<file path="src/rtl/matrix_pkg.sv">
// Shared types and constants for the LED-matrix data path: panel geometry,
// pixel-fetch FSM states and the framebuffer address packing.
package matrix_pkg;

    localparam int PANEL_COLS      = 64;
    localparam int PANEL_ROWS_HALF = 16;
    localparam int CHAN_BITS       = 6;
    localparam int COL_W           = $clog2(PANEL_COLS);
    localparam int ROW_W           = $clog2(PANEL_ROWS_HALF);
    localparam int FB_ADDR_W       = 1 + ROW_W + COL_W;

    typedef enum logic [2:0] {
        IDLE   = 3'd0,
        RD_TOP = 3'd1,
        RD_BOT = 3'd2,
        WAIT   = 3'd3,
        DONE   = 3'd4
    } fetch_state_t;

    // Bottom-half rows live in the upper half of the framebuffer, so row N+16
    // is reached by setting the MSB rather than adding to the row index.
    function automatic logic [FB_ADDR_W-1:0] fb_addr(
        input logic             half,
        input logic [ROW_W-1:0] row,
        input logic [COL_W-1:0] col
    );
        return {half, row, col};
    endfunction

endpackage

</file>
<file path="src/rtl/pixel_fetch_if.sv">
// Bundle of the scan-controller request, framebuffer read port and panel
// colour outputs of the pixel fetch block.
interface pixel_fetch_if #(
    parameter int COL_BITS  = matrix_pkg::COL_W,
    parameter int ROW_BITS  = matrix_pkg::ROW_W,
    parameter int CHAN_BITS = matrix_pkg::CHAN_BITS
);
    logic                         load_req;
    logic [COL_BITS-1:0]          column_address;
    logic [ROW_BITS-1:0]          row_address;
    logic [CHAN_BITS-1:0]         brightness_mask;
    logic                         ram_rd_en;
    logic [ROW_BITS+COL_BITS:0]   ram_addr;
    logic [3*CHAN_BITS-1:0]       ram_rd_data;
    logic [2:0]                   rgb_top;
    logic [2:0]                   rgb_bottom;
    logic                         pixel_valid;
    logic                         busy;
    logic                         overrun;

    modport master (
        output load_req, column_address, row_address, brightness_mask, ram_rd_data,
        input  ram_rd_en, ram_addr, rgb_top, rgb_bottom, pixel_valid, busy, overrun
    );

    modport slave (
        input  load_req, column_address, row_address, brightness_mask, ram_rd_data,
        output ram_rd_en, ram_addr, rgb_top, rgb_bottom, pixel_valid, busy, overrun
    );
endinterface

</file>
<file path="src/rtl/bitplane_select.sv">
// Reduces one {R,G,B} pixel to a single bit per channel: a channel lights
// when any of its bits selected by the brightness mask is set.
module bitplane_select #(
    parameter int CHAN_BITS = matrix_pkg::CHAN_BITS
) (
    input  logic [3*CHAN_BITS-1:0] pixel,
    input  logic [CHAN_BITS-1:0]   mask,
    output logic [2:0]             bits
);

    // Per-channel AND with the mask followed by OR reduction.
    always_comb begin
        bits    = 3'b000;
        bits[2] = |(pixel[3*CHAN_BITS-1 -: CHAN_BITS] & mask);
        bits[1] = |(pixel[2*CHAN_BITS-1 -: CHAN_BITS] & mask);
        bits[0] = |(pixel[CHAN_BITS-1   -: CHAN_BITS] & mask);
    end

endmodule

</file>
<file path="src/rtl/pixel_fetch.sv">
// Fetches the top and bottom half pixels for one panel column from the
// framebuffer and presents their current bit-plane as six registered bits.
module pixel_fetch #(
    parameter int RAM_LATENCY = 1,
    parameter int CHAN_BITS   = 6,
    parameter int COL_BITS    = 6,
    parameter int ROW_BITS    = 4
) (
    input logic          clk_in,
    input logic          reset,
    pixel_fetch_if.slave bus
);
    import matrix_pkg::*;

    localparam int ADDR_BITS = 1 + ROW_BITS + COL_BITS;

    fetch_state_t           state_r;
    fetch_state_t           state_s;
    logic [1:0]             wait_cnt_r;
    logic [1:0]             wait_cnt_s;
    logic                   accept_s;

    logic [COL_BITS-1:0]    col_r;
    logic [ROW_BITS-1:0]    row_r;
    logic [CHAN_BITS-1:0]   mask_r;

    logic                   rd_en_s;
    logic [ADDR_BITS-1:0]   addr_s;
    logic                   ram_rd_en_r;
    logic [ADDR_BITS-1:0]   ram_addr_r;

    logic [RAM_LATENCY-1:0] tag_vld_r;
    logic [RAM_LATENCY-1:0] tag_half_r;
    logic                   top_cap_s;
    logic                   bot_cap_s;
    logic [3*CHAN_BITS-1:0] top_pix_r;

    logic [2:0]             rgb_top_s;
    logic [2:0]             rgb_bottom_s;
    logic [2:0]             rgb_top_r;
    logic [2:0]             rgb_bottom_r;
    logic                   pixel_valid_r;
    logic                   busy_r;
    logic                   overrun_r;

    // State register and wait counter.
    always_ff @(posedge clk_in) begin
        if (reset) begin
            state_r    <= IDLE;
            wait_cnt_r <= 2'd0;
        end else begin
            state_r    <= state_s;
            wait_cnt_r <= wait_cnt_s;
        end
    end

    // Next-state logic; WAIT lasts RAM_LATENCY cycles so DONE follows the bottom data.
    always_comb begin
        state_s    = state_r;
        wait_cnt_s = wait_cnt_r;
        accept_s   = 1'b0;
        case (state_r)
            IDLE: begin
                if (bus.load_req) begin
                    accept_s = 1'b1;
                    state_s  = RD_TOP;
                end else begin
                    state_s  = IDLE;
                end
            end
            RD_TOP: state_s = RD_BOT;
            RD_BOT: begin
                state_s    = WAIT;
                wait_cnt_s = 2'd0;
            end
            WAIT: begin
                if (wait_cnt_r == 2'(RAM_LATENCY - 1)) begin
                    state_s = DONE;
                end else begin
                    wait_cnt_s = wait_cnt_r + 2'd1;
                end
            end
            DONE:    state_s = IDLE;
            default: state_s = IDLE;
        endcase
    end

    // Read strobe and address for the coming cycle; the address holds between reads.
    always_comb begin
        rd_en_s = 1'b0;
        addr_s  = ram_addr_r;
        case (state_s)
            RD_TOP: begin
                rd_en_s = 1'b1;
                addr_s  = fb_addr(1'b0, bus.row_address, bus.column_address);
            end
            RD_BOT: begin
                rd_en_s = 1'b1;
                addr_s  = fb_addr(1'b1, row_r, col_r);
            end
            default: begin
                rd_en_s = 1'b0;
                addr_s  = ram_addr_r;
            end
        endcase
    end

    // In-flight read tags: slot RAM_LATENCY-1 lines up with the returning data.
    always_ff @(posedge clk_in) begin
        if (reset) begin
            tag_vld_r  <= '0;
            tag_half_r <= '0;
        end else begin
            tag_vld_r[0]  <= ram_rd_en_r;
            tag_half_r[0] <= ram_addr_r[ADDR_BITS-1];
            for (int i = 1; i < RAM_LATENCY; i++) begin
                tag_vld_r[i]  <= tag_vld_r[i-1];
                tag_half_r[i] <= tag_half_r[i-1];
            end
        end
    end

    assign top_cap_s = tag_vld_r[RAM_LATENCY-1] & ~tag_half_r[RAM_LATENCY-1];
    assign bot_cap_s = tag_vld_r[RAM_LATENCY-1] &  tag_half_r[RAM_LATENCY-1];

    bitplane_select #(.CHAN_BITS(CHAN_BITS)) u_top_plane (
        .pixel (top_pix_r),
        .mask  (mask_r),
        .bits  (rgb_top_s)
    );

    // Bottom pixel is reduced straight off the RAM bus in the cycle it returns.
    bitplane_select #(.CHAN_BITS(CHAN_BITS)) u_bot_plane (
        .pixel (bus.ram_rd_data),
        .mask  (mask_r),
        .bits  (rgb_bottom_s)
    );

    // Request latch, data capture and all registered outputs.
    always_ff @(posedge clk_in) begin
        if (reset) begin
            col_r         <= '0;
            row_r         <= '0;
            mask_r        <= '0;
            top_pix_r     <= '0;
            ram_rd_en_r   <= 1'b0;
            ram_addr_r    <= '0;
            rgb_top_r     <= 3'b000;
            rgb_bottom_r  <= 3'b000;
            pixel_valid_r <= 1'b0;
            busy_r        <= 1'b0;
            overrun_r     <= 1'b0;
        end else begin
            if (accept_s) begin
                col_r  <= bus.column_address;
                row_r  <= bus.row_address;
                mask_r <= bus.brightness_mask;
            end
            if (top_cap_s) begin
                top_pix_r <= bus.ram_rd_data;
            end
            if (bot_cap_s) begin
                rgb_top_r    <= rgb_top_s;
                rgb_bottom_r <= rgb_bottom_s;
            end
            if (bus.load_req && (state_r != IDLE)) begin
                overrun_r <= 1'b1;
            end
            ram_rd_en_r   <= rd_en_s;
            ram_addr_r    <= addr_s;
            pixel_valid_r <= bot_cap_s;
            busy_r        <= (state_s != IDLE);
        end
    end

    assign bus.ram_rd_en   = ram_rd_en_r;
    assign bus.ram_addr    = ram_addr_r;
    assign bus.rgb_top     = rgb_top_r;
    assign bus.rgb_bottom  = rgb_bottom_r;
    assign bus.pixel_valid = pixel_valid_r;
    assign bus.busy        = busy_r;
    assign bus.overrun     = overrun_r;

endmodule

</file>
<file path="src/flat_wrapper.sv">
// flat-port wrapper written by rule: the top's interface ports become plain ports
module pixel_fetch_flat import matrix_pkg::*;
#(
    parameter int RAM_LATENCY = 1,
    parameter int CHAN_BITS   = 6,
    parameter int COL_BITS    = 6,
    parameter int ROW_BITS    = 4
)
  (clk_in, reset, bus_load_req, bus_column_address, bus_row_address, bus_brightness_mask, bus_ram_rd_data, bus_ram_rd_en, bus_ram_addr, bus_rgb_top, bus_rgb_bottom, bus_pixel_valid, bus_busy, bus_overrun);
  pixel_fetch_if #(.COL_BITS(COL_BITS), .ROW_BITS(ROW_BITS), .CHAN_BITS(CHAN_BITS)) bus_i ();
  input logic clk_in;
  input logic reset;
  input wire logic [$bits(bus_i.load_req)-1:0] bus_load_req;
  input wire logic [$bits(bus_i.column_address)-1:0] bus_column_address;
  input wire logic [$bits(bus_i.row_address)-1:0] bus_row_address;
  input wire logic [$bits(bus_i.brightness_mask)-1:0] bus_brightness_mask;
  input wire logic [$bits(bus_i.ram_rd_data)-1:0] bus_ram_rd_data;
  output wire logic [$bits(bus_i.ram_rd_en)-1:0] bus_ram_rd_en;
  output wire logic [$bits(bus_i.ram_addr)-1:0] bus_ram_addr;
  output wire logic [$bits(bus_i.rgb_top)-1:0] bus_rgb_top;
  output wire logic [$bits(bus_i.rgb_bottom)-1:0] bus_rgb_bottom;
  output wire logic [$bits(bus_i.pixel_valid)-1:0] bus_pixel_valid;
  output wire logic [$bits(bus_i.busy)-1:0] bus_busy;
  output wire logic [$bits(bus_i.overrun)-1:0] bus_overrun;
  assign bus_i.load_req = bus_load_req;
  assign bus_i.column_address = bus_column_address;
  assign bus_i.row_address = bus_row_address;
  assign bus_i.brightness_mask = bus_brightness_mask;
  assign bus_i.ram_rd_data = bus_ram_rd_data;
  assign bus_ram_rd_en = bus_i.ram_rd_en;
  assign bus_ram_addr = bus_i.ram_addr;
  assign bus_rgb_top = bus_i.rgb_top;
  assign bus_rgb_bottom = bus_i.rgb_bottom;
  assign bus_pixel_valid = bus_i.pixel_valid;
  assign bus_busy = bus_i.busy;
  assign bus_overrun = bus_i.overrun;
  pixel_fetch #(.RAM_LATENCY(RAM_LATENCY), .CHAN_BITS(CHAN_BITS), .COL_BITS(COL_BITS), .ROW_BITS(ROW_BITS)) u_core (.clk_in(clk_in), .reset(reset), .bus(bus_i));
endmodule
</file>
<file path="config.mk">
export PLATFORM = sky130hd
export DESIGN_NAME = pixel_fetch_flat
export DESIGN_NICKNAME = d
export VERILOG_FILES = /design/src/rtl/matrix_pkg.sv /design/src/rtl/pixel_fetch_if.sv /design/src/rtl/bitplane_select.sv /design/src/rtl/pixel_fetch.sv /design/src/flat_wrapper.sv
export SDC_FILE = /design/constraint.sdc
export NUM_CORES = 1
export LEC_CHECK = 0
export ABC_AREA = 1
export ABC_CLOCK_PERIOD_IN_PS = 1500
export CAP_MARGIN = 5
export CORE_MARGIN = 2
export CORE_UTILIZATION = 45
export DETAILED_ROUTE_END_ITERATION = 7
export DONT_BUFFER_PORTS = 1
export PLACE_DENSITY_LB_ADDON = 0.1
export SLEW_MARGIN = 20
export SYNTH_ARGS = -nofsm -noshare
export SYNTH_HDL_FRONTEND = slang
export SYNTH_HIERARCHICAL = 1
export SYNTH_SLANG_ARGS = --single-unit
</file>
<file path="constraint.sdc">
create_clock -name clk_in -period 1.5 [get_ports clk_in]
set_clock_uncertainty 0.05 [all_clocks]
set_input_delay 0.3 -clock clk_in [delete_from_list [all_inputs] [get_ports clk_in]]
set_output_delay 0.3 -clock clk_in [all_outputs]
set_load 0.005 [all_outputs]
</file>
==> flow_summary_export.csv <==
group,metric,value,unit
layout,utilization,53.5,%
sta,clock.fmax,742,MHz
setup_path,reg2reg_depth,5,
synth,synthArstFlopShare,0,%
synth,synth_largest_area_cell,"dfxtp_1",
layout,drive_gt1_share,13.7,%
sta,rsz0062_at_grt,"no",
clocking,clock_path_buffers,2,
synth,syn_inst,375,
sta,slew_headroom,82.3,%
synth,synth_top_family_by_area,"simple AND/OR/NAND/NOR gates",
setup_path,path_max_fanout,17,
global_routing,grt_use_total,21.2,%
setup_path,cp-startpoint,"u_core/state_r[0]",
setup_path,cp.required,1.72,ns
place,port_buffers,0,
floorplanning,io_pins,58,
clocking,clock_sinks,62,
clocking,numCtsBuffers,9,
status,status,"finished, final reports clean",
job,drv_cap,0,
synth,synthSimpleGateAreaFrac,34.3,%
floorplanning,start_util,47.4,%
pwr,worst_ir_drop_vdd,0.000729,V
setup_path,r2r_end,"u_core/mask_r[2]",
place,dpl.hpwl,4.42,mm
layout,regArea,1240,um^2
setup_path,setup.worst_path.end,"u_core/mask_r[2]",
setup_path,rrSetupSlack,0.15,ns
global_routing,grt_overflow_total,0,
synth,synth_compound_area_share,12.1,%
routing,avgRoutedWirePerCell,14.0,um
layout,syn2layout_area_growth,12.8,%
synth,mappedNetlistNets,413,
floorplanning,die-area,6540,um^2
clocking,htree_num_levels,3,
sta,finalHoldViolCount,0,
synth,synth_xor_area_share,0,%
routing,vias,2310,
layout,diodes,0,
clocking,cts_tree,"built",
synth,synth.distinct_cells,24,
setup_path,r2r_start,"u_core/state_r[0]",
setup_path,crit_path_end_kind,"flop",
clocking,clk_latency,0.34,ns
synth,synth_edf_count,0,
routing,drtIter0Drc,74,
synth,netlist_top_cells_count,"115 x nand2_1, 65 x nor2_1, 62 x dfxtp_1",
sta,slew_viol_final,0,
clocking,path_clk_slew,0.07,ns
synth,ys_warn_count,6,
synth,synth_seq_cells,62,
layout,multi_input_comb_area,1260,um^2
sta,period_needed,1.35,ns
setup_path,cp_data_arrival_time,1.57,ns
synth,ys.flop_type,"dfxtp_1",
synth,yosysMostFrequentCell,"nand2_1",
worst_hold_path,hp-class,"in -> reg",
setup_path,criticalPathCategory,"reg -> reg",
place,place_congestion,0.783,
sta,fin_tns_setup,0,ns
routing,drc,0,
synth,ys_seq_area_share,46.7,%
layout,final_nets,419,
pwr,p_per_area,1320,nW/um^2
synth,synth.area.top_cells,"dfxtp_1 47%, nand2_1 16%, nor2_1 9.2%, o21ai_0 4.9%, a21oi_1 4.0%",
sta,finalCritPeriodShare,89.9,%
floorplanning,die_y,80.9,um
global_routing,grt_max_degree,38,
routing,vias_per_cell,5.04,
layout,fin_cells,458,
sta,worst_slew_pin_slew,0.264,ns
routing,drt-pass1-iter-count,4,
place,dp_cells,441,
setup_path,critPathLaunchType,"flop",
synth,yosysTopAreaCellShare,46.7,%
global_routing,grt_pass1_vias,2277,
floorplanning,core-area,5610,um^2
synth,synth_area_per_cell,7.09,um^2
global_routing,antenna_found_initial,0,
synth,yosys-mux-area-fraction,0,%
sta,finalSetupViolations,0,
routing,postRouteAntennaNets,0,
routing,drt_wl_total,6.41,mm
floorplanning,placementRows,27,
global_routing,grt_pass1_wl,10.5,mm
clocking,postCtsSetupBuffers,0,
pwr,power.total,0.00397,W
floorplanning,fp.dieW,80.9,um
layout,fillers,592,
synth,synth_adder_area_share,0.471,%
clocking,clockRootBuffer,"clkbuf_8",
synth,syn-cell-area,2660,um^2
pwr,leakage,1.33,nW
sta,timing.hold.ws,0.0438,ns
==> worst min path at each step <==
stage,from,slack [ns],to,depth (start not counted)
after global routing,bus_row_address[2],0.04,u_core/row_r[2],2
after CTS,bus_column_address[4],0.03,u_core/col_r[4],2
after floorplan,u_core/bus.ram_rd_en,0.37,u_core/tag_vld_r,2
final,bus_row_address[3],0.04,u_core/row_r[3],2
after detailed placement,reset,0.32,u_core/col_r[1],1
after global placement,reset,0.32,u_core/col_r[1],1
==> worst max-delay path, cell delays in order, from the launching register on <==
cell	delay (ns)
dfxtp_1	0.37
nor2_4	0.16
nand3_4	0.23
inv_4	0.27
nand2_1	0.08
a21oi_1	0.13
==> registers in the layout (all words and copies together) (netlist names) <==
name,count
u_core/bus.busy,1
u_core/bus.overrun,1
u_core/bus.pixel_valid,1
u_core/bus.ram_addr,11
u_core/bus.ram_rd_en,1
u_core/bus.rgb_bottom,3
u_core/bus.rgb_top,3
u_core/col_r,6
u_core/mask_r,6
u_core/row_r,4
u_core/state_r,3
u_core/tag_half_r,1
u_core/tag_vld_r,1
u_core/top_pix_r,18
u_core/wait_cnt_r,2
==> power breakdown <==
part	internal [W]	switching [W]	leakage, nW	total, W
Sequential	0.00178	0.000101	0.507	0.00188
Clock	0.000944	0.000638	0.115	0.00158
Combinational	0.000184	0.000330	0.705	0.000515
==> metal layers <==
layer	vias to the layer above	GRT usage (%)	wire (um)	share of wire (%)
li1	1204	-	-	-
met3	22	5.78	414	6.5
met4	0	12.5	206	3.2
met5	-	0	0	0
met1	1031	24.5	2780	43
met2	53	35.2	3020	47
==> layout by cell type, fill, tap and decap left out <==
master	synthesis	routed
a21oi_1	21	21
a21oi_2	9	9
nand2_1	115	115
nand3_2	0	1
nand3_1	11	10
nand2_4	0	1
nor3_2	1	1
bufinv_16	0	1
o21ai_0	26	26
nand4_1	10	10
buf_8	0	1
nor4_1	1	1
nand2_2	10	9
clkinv_1	1	1
inv_4	1	1
inv_2	1	1
ha_1	1	1
nor2_4	2	2
a211oi_1	1	1
nor2_1	65	65
buf_4	1	9
inv_1	20	20
nand3_4	1	1
buf_12	0	1
dfxtp_1	62	62
clkbuf_8	0	13
clkinv_2	0	2
==> cell type report <==
cell class / count / area share, %
Tap cell: 72 / 3.01
Multi-Input combinational cell: 274 / 41.9
Clock inverter: 3 / 1.34
Sequential cell: 62 / 41.4
Timing Repair Buffer: 11 / 3.42
Inverter: 23 / 2.96
Clock buffer: 13 / 5.97
==> repair_timing <==
item / CTS / global route
hold buffers: 1 / 0
setup endpoints to repair: 0 / 3
gates resized for setup: 0 / 4
endpoints found under the hold margin: 37 / 0
==> cells by family (layout without fill, tap and decap cells) <==
logic type / count (synthesis) / in the layout
AO/OA/AOI/OAI: 57 / 57
adder cells (fa/ha/maj): 1 / 1
buffers and inverters: 39 / 50
flip-flops: 62 / 62
AND/OR/NAND/NOR: 216 / 216
==> metrics by stage <==
stage	instance area, um^2	setup WS, ns
floorplan	2660	0.317
global placement	2740	0.169
detailed placement	2740	0.128
CTS	2980	0.0986
global route	3000	0.0356
finish	3000	0.152
Power figures use the tool's default switching activity.
